File: src/rtl/main_fsm_pkg.sv
// Shared types and encodings for the multicycle control FSM (main_fsm).
// The optional memory wait states are enabled by defining MAIN_FSM_MEMWAIT_EN.
package main_fsm_pkg;

    localparam int unsigned STATE_W = 4;
    localparam int unsigned OP_W    = 2;
    localparam int unsigned FUNCT_W = 6;
    localparam int unsigned SEL_W   = 2;

    localparam int unsigned FUNCT_I_BIT = 5;
    localparam int unsigned FUNCT_L_BIT = 0;

    typedef enum logic [STATE_W-1:0] {
        FETCH    = 4'd0,
        DECODE   = 4'd1,
        MEMADR   = 4'd2,
        MEMREAD  = 4'd3,
        MEMWB    = 4'd4,
        MEMWRITE = 4'd5,
        EXECUTER = 4'd6,
        EXECUTEI = 4'd7,
        ALUWB    = 4'd8,
        BRANCH   = 4'd9,
        UNKNOWN  = 4'd10
    } statetype;

    localparam logic [OP_W-1:0] OP_DP  = 2'b00;
    localparam logic [OP_W-1:0] OP_MEM = 2'b01;
    localparam logic [OP_W-1:0] OP_BR  = 2'b10;
    localparam logic [OP_W-1:0] OP_ILL = 2'b11;

    localparam logic [SEL_W-1:0] SRCA_REG   = 2'b00;
    localparam logic [SEL_W-1:0] SRCA_PC    = 2'b01;
    localparam logic [SEL_W-1:0] SRCB_REG   = 2'b00;
    localparam logic [SEL_W-1:0] SRCB_IMM   = 2'b01;
    localparam logic [SEL_W-1:0] SRCB_FOUR  = 2'b10;
    localparam logic [SEL_W-1:0] RES_ALUOUT = 2'b00;
    localparam logic [SEL_W-1:0] RES_DATA   = 2'b01;
    localparam logic [SEL_W-1:0] RES_ALU    = 2'b10;

    typedef struct packed {
        logic             ir_write;
        logic             adr_src;
        logic [SEL_W-1:0] alu_src_a;
        logic [SEL_W-1:0] alu_src_b;
        logic [SEL_W-1:0] result_src;
        logic             alu_op;
        logic             next_pc;
        logic             reg_w;
        logic             mem_w;
        logic             branch;
        logic             illegal;
    } ctrl_t;

    // Enables drop during reset; memory-side strobes fire only on the ready cycle.
    function automatic ctrl_t mask_enables(ctrl_t c, logic en, logic mem_ready);
        ctrl_t m;
        m          = c;
        m.ir_write = c.ir_write & en & mem_ready;
        m.next_pc  = c.next_pc  & en & mem_ready;
        m.mem_w    = c.mem_w    & en & mem_ready;
        m.reg_w    = c.reg_w    & en;
        m.branch   = c.branch   & en;
        m.illegal  = c.illegal  & en;
        return m;
    endfunction

endpackage

File: src/rtl/main_fsm_outdec.sv
// State-to-control-word decoder for main_fsm (combinational, Moore outputs).
module main_fsm_outdec
    import main_fsm_pkg::*;
(
    input  statetype i_state,
    input  logic     i_en,
    input  logic     i_mem_ready,
    output ctrl_t    o_ctrl_c
);

    ctrl_t w_raw;

    always_comb begin
        w_raw = '0;
        case (i_state)
            FETCH: begin
                w_raw.ir_write   = 1'b1;
                w_raw.next_pc    = 1'b1;
                w_raw.adr_src    = 1'b0;
                w_raw.alu_src_a  = SRCA_PC;
                w_raw.alu_src_b  = SRCB_FOUR;
                w_raw.result_src = RES_ALU;
                w_raw.alu_op     = 1'b0;
            end
            DECODE: begin
                w_raw.alu_src_a  = SRCA_PC;
                w_raw.alu_src_b  = SRCB_FOUR;
                w_raw.result_src = RES_ALU;
            end
            MEMADR: begin
                w_raw.alu_src_a  = SRCA_REG;
                w_raw.alu_src_b  = SRCB_IMM;
                w_raw.alu_op     = 1'b0;
            end
            MEMREAD: begin
                w_raw.adr_src    = 1'b1;
                w_raw.result_src = RES_ALUOUT;
            end
            MEMWB: begin
                w_raw.result_src = RES_DATA;
                w_raw.reg_w      = 1'b1;
            end
            MEMWRITE: begin
                w_raw.adr_src    = 1'b1;
                w_raw.result_src = RES_ALUOUT;
                w_raw.mem_w      = 1'b1;
            end
            EXECUTER: begin
                w_raw.alu_src_a  = SRCA_REG;
                w_raw.alu_src_b  = SRCB_REG;
                w_raw.alu_op     = 1'b1;
            end
            EXECUTEI: begin
                w_raw.alu_src_a  = SRCA_REG;
                w_raw.alu_src_b  = SRCB_IMM;
                w_raw.alu_op     = 1'b1;
            end
            ALUWB: begin
                w_raw.result_src = RES_ALUOUT;
                w_raw.reg_w      = 1'b1;
            end
            BRANCH: begin
                w_raw.alu_src_a  = SRCA_REG;
                w_raw.alu_src_b  = SRCB_IMM;
                w_raw.alu_op     = 1'b0;
                w_raw.result_src = RES_ALU;
                w_raw.branch     = 1'b1;
            end
            UNKNOWN: begin
                w_raw.illegal    = 1'b1;
            end
            default: ;
        endcase
    end

    assign o_ctrl_c = mask_enables(w_raw, i_en, i_mem_ready);

endmodule

File: src/rtl/main_fsm.sv
// Multicycle processor main control FSM: state register, next-state logic, decoder.
// Define MAIN_FSM_MEMWAIT_EN to stall FETCH/MEMREAD/MEMWRITE on MemReady.
module main_fsm
    import main_fsm_pkg::*;
(
    input  logic               clk,
    input  logic               reset,
    input  logic [OP_W-1:0]    Op,
    input  logic [FUNCT_W-1:0] Funct,
    input  logic               MemReady,
    output logic               IRWrite,
    output logic               AdrSrc,
    output logic [SEL_W-1:0]   ALUSrcA,
    output logic [SEL_W-1:0]   ALUSrcB,
    output logic [SEL_W-1:0]   ResultSrc,
    output logic               ALUOp,
    output logic               NextPC,
    output logic               RegW,
    output logic               MemW,
    output logic               Branch,
    output logic               Illegal
);

    statetype r_state;
    ctrl_t    w_ctrl;
    logic     w_mem_ready;
    logic     w_unused_funct;

`ifdef MAIN_FSM_MEMWAIT_EN
    assign w_mem_ready = MemReady;
`else
    logic w_unused_mem_ready;
    assign w_mem_ready        = 1'b1;
    assign w_unused_mem_ready = MemReady;
`endif

    // Only the I and S/L bits of Funct steer the sequence.
    assign w_unused_funct = ^Funct[4:1];

    always_ff @(posedge clk or negedge reset) begin
        if (!reset) begin
            r_state <= FETCH;
        end else begin
            case (r_state)
                FETCH:    if (w_mem_ready) r_state <= DECODE;
                DECODE: begin
                    case (Op)
                        OP_MEM:  r_state <= MEMADR;
                        OP_DP:   r_state <= Funct[FUNCT_I_BIT] ? EXECUTEI : EXECUTER;
                        OP_BR:   r_state <= BRANCH;
                        default: r_state <= UNKNOWN;
                    endcase
                end
                MEMADR:   r_state <= Funct[FUNCT_L_BIT] ? MEMREAD : MEMWRITE;
                MEMREAD:  if (w_mem_ready) r_state <= MEMWB;
                MEMWB:    r_state <= FETCH;
                MEMWRITE: if (w_mem_ready) r_state <= FETCH;
                EXECUTER: r_state <= ALUWB;
                EXECUTEI: r_state <= ALUWB;
                ALUWB:    r_state <= FETCH;
                BRANCH:   r_state <= FETCH;
                UNKNOWN:  r_state <= FETCH;
                default:  r_state <= FETCH;
            endcase
        end
    end

    main_fsm_outdec u_outdec (
        .i_state     (r_state),
        .i_en        (reset),
        .i_mem_ready (w_mem_ready),
        .o_ctrl_c    (w_ctrl)
    );

    assign IRWrite   = w_ctrl.ir_write;
    assign AdrSrc    = w_ctrl.adr_src;
    assign ALUSrcA   = w_ctrl.alu_src_a;
    assign ALUSrcB   = w_ctrl.alu_src_b;
    assign ResultSrc = w_ctrl.result_src;
    assign ALUOp     = w_ctrl.alu_op;
    assign NextPC    = w_ctrl.next_pc;
    assign RegW      = w_ctrl.reg_w;
    assign MemW      = w_ctrl.mem_w;
    assign Branch    = w_ctrl.branch;
    assign Illegal   = w_ctrl.illegal;

endmodule

File: config.mk
export PLATFORM = sky130hd
export DESIGN_NAME = main_fsm
export DESIGN_NICKNAME = d
export VERILOG_FILES = /design/src/rtl/main_fsm_pkg.sv /design/src/rtl/main_fsm_outdec.sv /design/src/rtl/main_fsm.sv
export SDC_FILE = /design/constraint.sdc
export NUM_CORES = 1
export LEC_CHECK = 0
export ABC_AREA = 1
export CAP_MARGIN = 20
export CORE_AREA = 2 2 39 41
export DETAILED_ROUTE_END_ITERATION = 10
export DIE_AREA = 0 0 41 43
export PLACE_DENSITY_LB_ADDON = 0.08
export SYNTH_ARGS = -nofsm -noshare
export SYNTH_HDL_FRONTEND = slang
export SYNTH_SLANG_ARGS = --single-unit
File: constraint.sdc
create_clock -name clk -period 1.59 [get_ports clk]
set_input_delay 0.477 -clock clk [delete_from_list [all_inputs] [get_ports clk]]
set_output_delay 0.477 -clock clk [all_outputs]
set_load 0.1 [all_outputs]
Yosys cells after proc, flatten, opt, wreduce, memory -nomap -nowiden --
Cells that the tools add are included.
Operators by class: multiplexer cells 13, multipliers 0, $add $sub $neg 0, order comparisons 0, equal/unequal tests 12, bitwise gates (word level) 5, shift operators 0, div/mod/pow operators 0, reduce and logical (&&, ||, !) cells 8
Operators with widths (number):
- case mux 4 bit (5 select lines) | 1
- equality test 4 x 3 -> 1 bit (second input constant) | 4
- equality test 4 bit (second input constant) | 3
- case mux 4 bit (3 select lines) | 1
- equality test 4 x 2 -> 1 bit (second input constant) | 2
- 2-to-1 mux 1 bit | 8
- OR reduction 2 bit | 4
- case mux 3 bit (2 select lines) | 1
- OR reduction 3 bit | 2
- bitwise AND 1 bit | 5
- equality test 4 x 1 -> 1 bit (second input constant) | 1
- logical NOT 4 bit | 1
- case mux 2 bit (2 select lines) | 1
- 2-to-1 mux 3 bit | 1
- equality test 2 x 1 -> 1 bit (second input constant) | 1
- equality test 2 bit (second input constant) | 1
- logical NOT 2 bit | 1
Word-level totals: output and inout bits 14, memories 0, ROM bits 0, bits in registers 4, bits in writable memories 0, logic and storage cells 39, latch bits 0, bits of input ports 11

Depth between registers and ports, before layout --
Gate-level depths: netlist of run 1.
word-level depth 4, gate-level depth with buffers 5

By module --
From an unflattened synthesis of run 1, not the netlist that was laid out.
Unflattened totals: cell total of the unflattened synthesis 72, area, all modules 392.9 µm²
By module, submodules not included:
- main_fsm | times used 1, area each 225.2 µm², cells an instance 33
- main_fsm_outdec | times used 1, area each 167.7 µm², cells an instance 39

Worst setup path before layout of run 1 --
No wires, ideal clock.
kind register to output, start reg r_state[3], end out ResultSrc[0], cell stages (with the launch flop) 4, arrival time 2.680 ns, required time 1.113 ns, path buffers 0, path slack -1.567 ns, cells stage by stage dfrtp_1 -> nor2_2 -> inv_2 -> nor3_1
On the way: longest elaborated chain between the ends 3, elaborated cells on any way between the ends 6, classes of those cells eq/ne (3); mux (1); reduce/logical (2)
Ends and longest elaborated chain:
- start: declaration | RTL line main_fsm.sv:24 | statetype r_state;
- start signal: assignment | RTL line main_fsm.sv:49 | OP_DP: r_state <= Funct[FUNCT_I_BIT] ? EXECUTEI : EXECUTER;
- start signal: assignment | RTL line main_fsm.sv:54 | MEMADR: r_state <= Funct[FUNCT_L_BIT] ? MEMREAD : MEMWRITE;
- equality test 4 x 1 -> 1 bit, or another cell as far along | RTL line main_fsm_outdec.sv:15 | case (i_state)
- OR reduction 3 bit (no source line)
- case mux 2 bit (2 select lines) * | RTL line main_fsm_outdec.sv:15
- end: declaration | RTL line main_fsm.sv:15 | output logic [SEL_W-1:0] ResultSrc,
Every way passes the cells marked *; elsewhere a longest branch is shown, timed or not.

Final worst setup path of run 1 --
start reg r_state[1], end out Branch
On the way: longest elaborated chain between the ends 3
Ends and longest elaborated chain:
- equality test 4 bit | RTL line main_fsm_outdec.sv:15
- 2-to-1 mux 1 bit | RTL line main_fsm_outdec.sv:15
- bitwise AND 1 bit | RTL line main_fsm_pkg.sv:63 | m.branch = c.branch & en;
- end: declaration | RTL line main_fsm.sv:20 | output logic Branch,
No other way between the ends.

==> flow_summary.json, run 1 <==
{
  "cp_common_cell": "nor2_4",
  "clockRootBuffer": "clkbuf_4",
  "antenna_found_initial": 0,
  "num_antenna_cells": 0,
  "ys_seq_elements": 4,
  "cts.clk_slew.worst_paths_ps": 40,
  "finalSetupViolCount": 13,
  "grt_overflow": 0,
  "required_ps": 1110,
  "htreeDepth": 1,
  "period_share_pct": 112.0,
  "drc": 0,
  "grt_max_degree": 6,
  "synthSimpleGateAreaFrac_pct": 48.56,
  "start_kind": "register",
  "worstPathCellList": "nor2_4, nand3_4, nor2_4, buf_12",
  "r2r-end": "r_state[1]",
  "first_pass_iters": 2,
  "final_hold_viol_count": 0,
  "critPathMaxFanout": 4,
  "synth-seq-area-share_pct": 28.78,
  "synthDistinctLibCells": 15,
  "cp.arrival_ps": 1300,
  "die_area_mm2": 0.001763,
  "yosys.area.top_type_share_pct": 28.78,
  "synth_fa_ha_area_share_pct": 0,
  "die_w_um": 41,
  "top_register": "r_state",
  "worstSetupPathType": "reg2out",
  "gp_congestion": 0.7850,
  "period_needed_ps": 1780,
  "routedWlPerCell_um": 9.781,
  "clkSinkCount": 4,
  "top_regs": "r_state: 4 flops",
  "start_util_pct": 25.14,
  "area_delta_synth_final_pct": 170.5,
  "synthesis.area_um2": 347.8,
  "grt_pass1_vias": 480,
  "synth_top_family_by_area": "simple AND/OR/NAND/NOR gates",
  "drt-vias-per-instance": 4.429,
  "stdcell_area_um2": 940.9,
  "synth-compound-area-share_pct": 4.317,
  "maxCapViolations": 0,
  "min_path_type": "in2async",
  "cts_hold_buf": 0,
  "status": "finished, violations left",
  "vias": 465,
  "muxShareOfSynthArea_pct": 0,
  "synthesis.nets": 67,
  "drv_slew": 0,
  "yosysTopAreaCell": "dfrtp_1",
  "drive_gt1_share_pct": 69.66,
  "placed_area_um2": 808.3,
  "largest_reg_flops": 4,
  "final_nets": 101,
  "hpwl_um": 862,
  "routed_wl_mm": 1.027,
  "port_buffers": 18,
  "grt_usage_pct": 16.41,
  "synth_area_leaders": "dfrtp_1 29%, nand2_1 16%, nand3_1 12%",
  "grt_pass1_wl_mm": 1.938,
  "synth_xor_area_share_pct": 0,
  "fp.coreArea_mm2": 0.001384,
  "grt_setup_unrepaired": "true",
  "critPathSlowestCell": "dfrtp_2",
  "clock_latency_ps": 240,
  "syn_avg_cell_area_um2": 6.211,
  "timing.rr.start": "r_state[3]",
  "skew_ps": 1.824,
  "holdWs_ps": 401.4,
  "drt-initial-drc-count": 2,
  "synthCells": 56,
  "cts_buffer_depth": 2,
  "rows": 14,
  "critPathMaxStageDelay_ps": 450,
  "synth_warnings": 0,
  "reg2reg_depth": 6,
  "setup_ws_ps": -190.1,
  "fmax_mhz": 561.8,
  "cts_buffers": 3,
  "ant_nets": 0,
  "worst_setup_path_end_kind": "primary output",
  "violations": "negative setup slack",
  "ios": 25,
  "fp.dieH_um": 43,
  "cts_tree": "built",
  "r2r_setup_slack_ps": 390
}
[worst max-delay path: cells and delay by family (launching register included)]
kind                   cells  cell delay (ps)
flip-flops                 1              450
AND/OR/NAND/NOR            3              430
buffers and inverters      1              180
[kinds of logic (layout without fill, tap and decap cells)]
kind of cell / count (synthesis) / count (layout)
other: 1 / 1
flip-flops: 4 / 4
AO/OA/AOI/OAI: 3 / 3
AND/OR/NAND/NOR: 35 / 35
buffers and inverters: 13 / 46
[layout by cell type (no fill, tap or decap), drive strengths merged]
cell type      netlist  layout
dfrtp                4       4
clkinvlp             0       2
nand2               15      15
clkdlybuf4s15        0       1
inv                 10       8
nand3                9       9
o21ai                2       2
clkdlybuf4s50        0       4
a21oi                1       1
clkbuf               0       4
nor2                10      10
buf                  3      27
conb                 1       1
nor3                 1       1
[repair_timing]
item / in CTS / in global routing
pin swaps: 5 / 5
endpoints found under the setup margin: 13 / 13
gates resized for setup: 17 / 1
buffers inserted: 5 / 1
[worst max-delay path by stage]
stage	start	end	slack (ps)	depth (start not counted)
after floorplan	r_state[1]	ALUSrcB[1]	-330	4
after global placement	reset	IRWrite	-460	4
after global routing	r_state[0]	Branch	-270	5
final	r_state[1]	Branch	-190	4
after detailed placement	reset	IRWrite	-450	4
after CTS	r_state[3]	IRWrite	-200	4
[cell usage after synthesis, drive strengths merged]
library cell	instances
buf	3
nor2	10
nand2	15
inv	10
nor3	1
o21ai	2
dfrtp	4
a21oi	1
nand3	9
conb	1
[metrics by stage]
step	cells	setup slack (ps)	setup TNS, ps	util [%]
2_1_floorplan	56	-325.4	-1834	-
3_3_place_gp	95	-455.6	-2574	58.41
6_report	105	-190.1	-2049	67.99
3_5_place_dp	95	-454.4	-2557	58.41
4_1_cts	104	-201.9	-2328	67.09
5_1_grt	105	-265.2	-2824	67.99
[cell type report]
class	count	area, µm²
sequential	4	103.9
inverter	10	50.05
clock buffer	4	26.28
timing repair buffer	32	415.4
multi-input combinational	39	325.3
tap	16	20.02
fill	105	442.9
[metal layers]
metal | GRT usage (%) | part of all wire [%]
met2 | 25.62 | 56
met1 | 18.18 | 36
met5 | 0 | 0
met3 | 4.188 | 5.6
met4 | 11.33 | 2.7
Power of run 1 is left out: the tool's default activity adds up to more than one toggle a clock period on the data nets, which glitch-free logic cannot reach.
==> inputs of run 2 (changes only) <==
--- a/config.mk
+++ b/config.mk
@@ -10,6 +10,7 @@
 export CORE_AREA = 2 2 39 41
 export DETAILED_ROUTE_END_ITERATION = 10
 export DIE_AREA = 0 0 41 43
+export GPL_TIMING_DRIVEN = 0
 export PLACE_DENSITY_LB_ADDON = 0.08
 export SYNTH_ARGS = -nofsm -noshare
 export SYNTH_HDL_FRONTEND = slang
==> flow_summary.json, run 2 (synthesis gave the netlist of run 1 again) <==
{
  "ios": 25,
  "fp.dieH_um": 43,
  "holdWs_ps": 175.1,
  "cts_buffers": 3,
  "clockRootBuffer": "clkbuf_4",
  "worst_setup_path_end_kind": "primary output",
  "critPathTopFamily": "flip-flops",
  "cts_tree": "built",
  "dp_cells": 90,
  "routed_wl_mm": 1.133,
  "antenna_found_initial": 0,
  "largest_reg_flops": 4,
  "required_ps": 1110,
  "startpoint": "r_state[3]",
  "r2r_setup_slack_ps": 420,
  "cp.arrival_ps": 1340,
  "cts_buffer_depth": 2,
  "port_buffers": 18,
  "drt-initial-drc-count": 3,
  "setup_ws_ps": -223.6,
  "gp_congestion": 0.7233,
  "rows": 14,
  "fmax_mhz": 551.4,
  "multiInputGateArea_um2": 325.3,
  "clkSinkCount": 4,
  "violations": "negative setup slack",
  "hpwl_um": 740.8,
  "ant_nets": 0,
  "area_delta_synth_final_pct": 182.7,
  "finalSetupViolCount": 13,
  "vias": 471,
  "start_kind": "register",
  "routedWlPerCell_um": 10.49,
  "die_area_mm2": 0.001763,
  "stdcell_count": 108,
  "cts_hold_buf": 0,
  "status": "finished, violations left",
  "drive_gt1_share_pct": 73.91,
  "postLayoutCoreUtil_pct": 71.07,
  "final_cell_mix": "15 x buf_4, 13 x buf_12, 8 x nor2_4, 7 x nand2_1",
  "final_hold_viol_count": 0,
  "cts.clk_slew.worst_paths_ps": 40,
  "top_regs": "r_state: 4 flops",
  "period_share_pct": 114.1,
  "critPathMaxFanout": 5,
  "grt_usage_pct": 16.75,
  "timing.rr.start": "r_state[3]",
  "nFillCells": 102,
  "drt-vias-per-instance": 4.361,
  "grt_pass1_wl_mm": 1.980,
  "clock_latency_ps": 230,
  "fp.coreArea_mm2": 0.001384,
  "critPathSlowestCell": "dfrtp_2",
  "grt_overflow": 0,
  "area.sequential_um2": 103.9,
  "maxCapViolations": 0,
  "htreeDepth": 1,
  "final_nets": 105,
  "first_pass_iters": 2,
  "top_register": "r_state",
  "num_antenna_cells": 0,
  "cp_common_cell": "buf_12",
  "worstSetupPathType": "reg2out",
  "start_util_pct": 25.14,
  "grt_setup_unrepaired": "true",
  "final_common_cell": "buf_4",
  "period_needed_ps": 1814,
  "die_w_um": 41,
  "min_path_type": "in2async",
  "worstPathCellList": "nor2_4, nand2_4, clkinvlp_4, buf_12, buf_12",
  "critPathMaxStageDelay_ps": 440,
  "grt_pass1_vias": 450,
  "drc": 0,
  "path_buf_inv": 3,
  "skew_ps": 0.1195,
  "drv_slew": 0,
  "grt_max_degree": 8
}
## run 2: cell count changes in the layout (fill, tap and decap cells not counted)
cell / delta
clkbuf_1: -1
buf_8: +1
buf_6: +2
nand2_2: +2
nand2_1: -2
nand3_2: -1
buf_4: +1
clkdlybuf4s15_2: +1
nand3_1: +1
clkdlybuf4s15_1: -1
## run 2: cell type report
class / count / share of cell area, %
Inverter: 10 / 5.089
Tap cell: 16 / 2.036
Sequential cell: 4 / 10.56
Multi-Input combinational cell: 39 / 33.08
Clock buffer: 3 / 2.290
Timing Repair Buffer: 33 / 42.11
Buffer: 3 / 4.835
## run 2: layer usage
layer / vias to the layer above / global-route usage [%] / routed length [µm]
li1: 244 / - / -
met1: 211 / 19.61 / 420
met2: 14 / 28.13 / 661
met3: 2 / 2.094 / 39
met4: 0 / 8.000 / 11
met5: - / 0 / 0
## run 2: through the flow
| stage | TNS, ps | instance area, µm² | setup slack [ps] |
|---|---|---|---|
| after floorplan | -1834 | 465.4 | -325.4 |
| after global placement | -15480 | 665.6 | -1549 |
| after detailed placement | -15460 | 665.6 | -1555 |
| after CTS | -2487 | 959.7 | -242.6 |
| after global routing | -3215 | 983.4 | -274.0 |
| final | -2443 | 983.4 | -223.6 |
## run 2: path summary, 6_finish.rpt
path                              end  depth (start not counted)
max in group asynchronous  r_state[0]                          1
setup reg to reg           r_state[0]                          5
setup / recovery           ALUSrcB[1]                          5
hold / removal             r_state[2]                          1
min in group clk           r_state[0]                          3
hold reg to reg            r_state[0]                          3
## run 2: timing repair
item | in CTS | in global routing
gates resized for setup | 133 | 2
pin swaps | 2 | 1
setup buffers | 13 | 2
setup endpoints to repair | 13 | 13
Power of run 2 is left out for the same reason.
==> inputs of run 3 (changes only) <==
--- a/config.mk
+++ b/config.mk
@@ -8,6 +8,7 @@
 export ABC_AREA = 1
 export CAP_MARGIN = 20
 export CORE_AREA = 2 2 39 41
+export CTS_CLUSTER_DIAMETER = 150
 export DETAILED_ROUTE_END_ITERATION = 10
 export DIE_AREA = 0 0 41 43
 export GPL_TIMING_DRIVEN = 0
==> results of run 3 <==
The final DEF is identical to that of run 2; final timing and power are the same.
Power of run 3 is left out for the same reason.
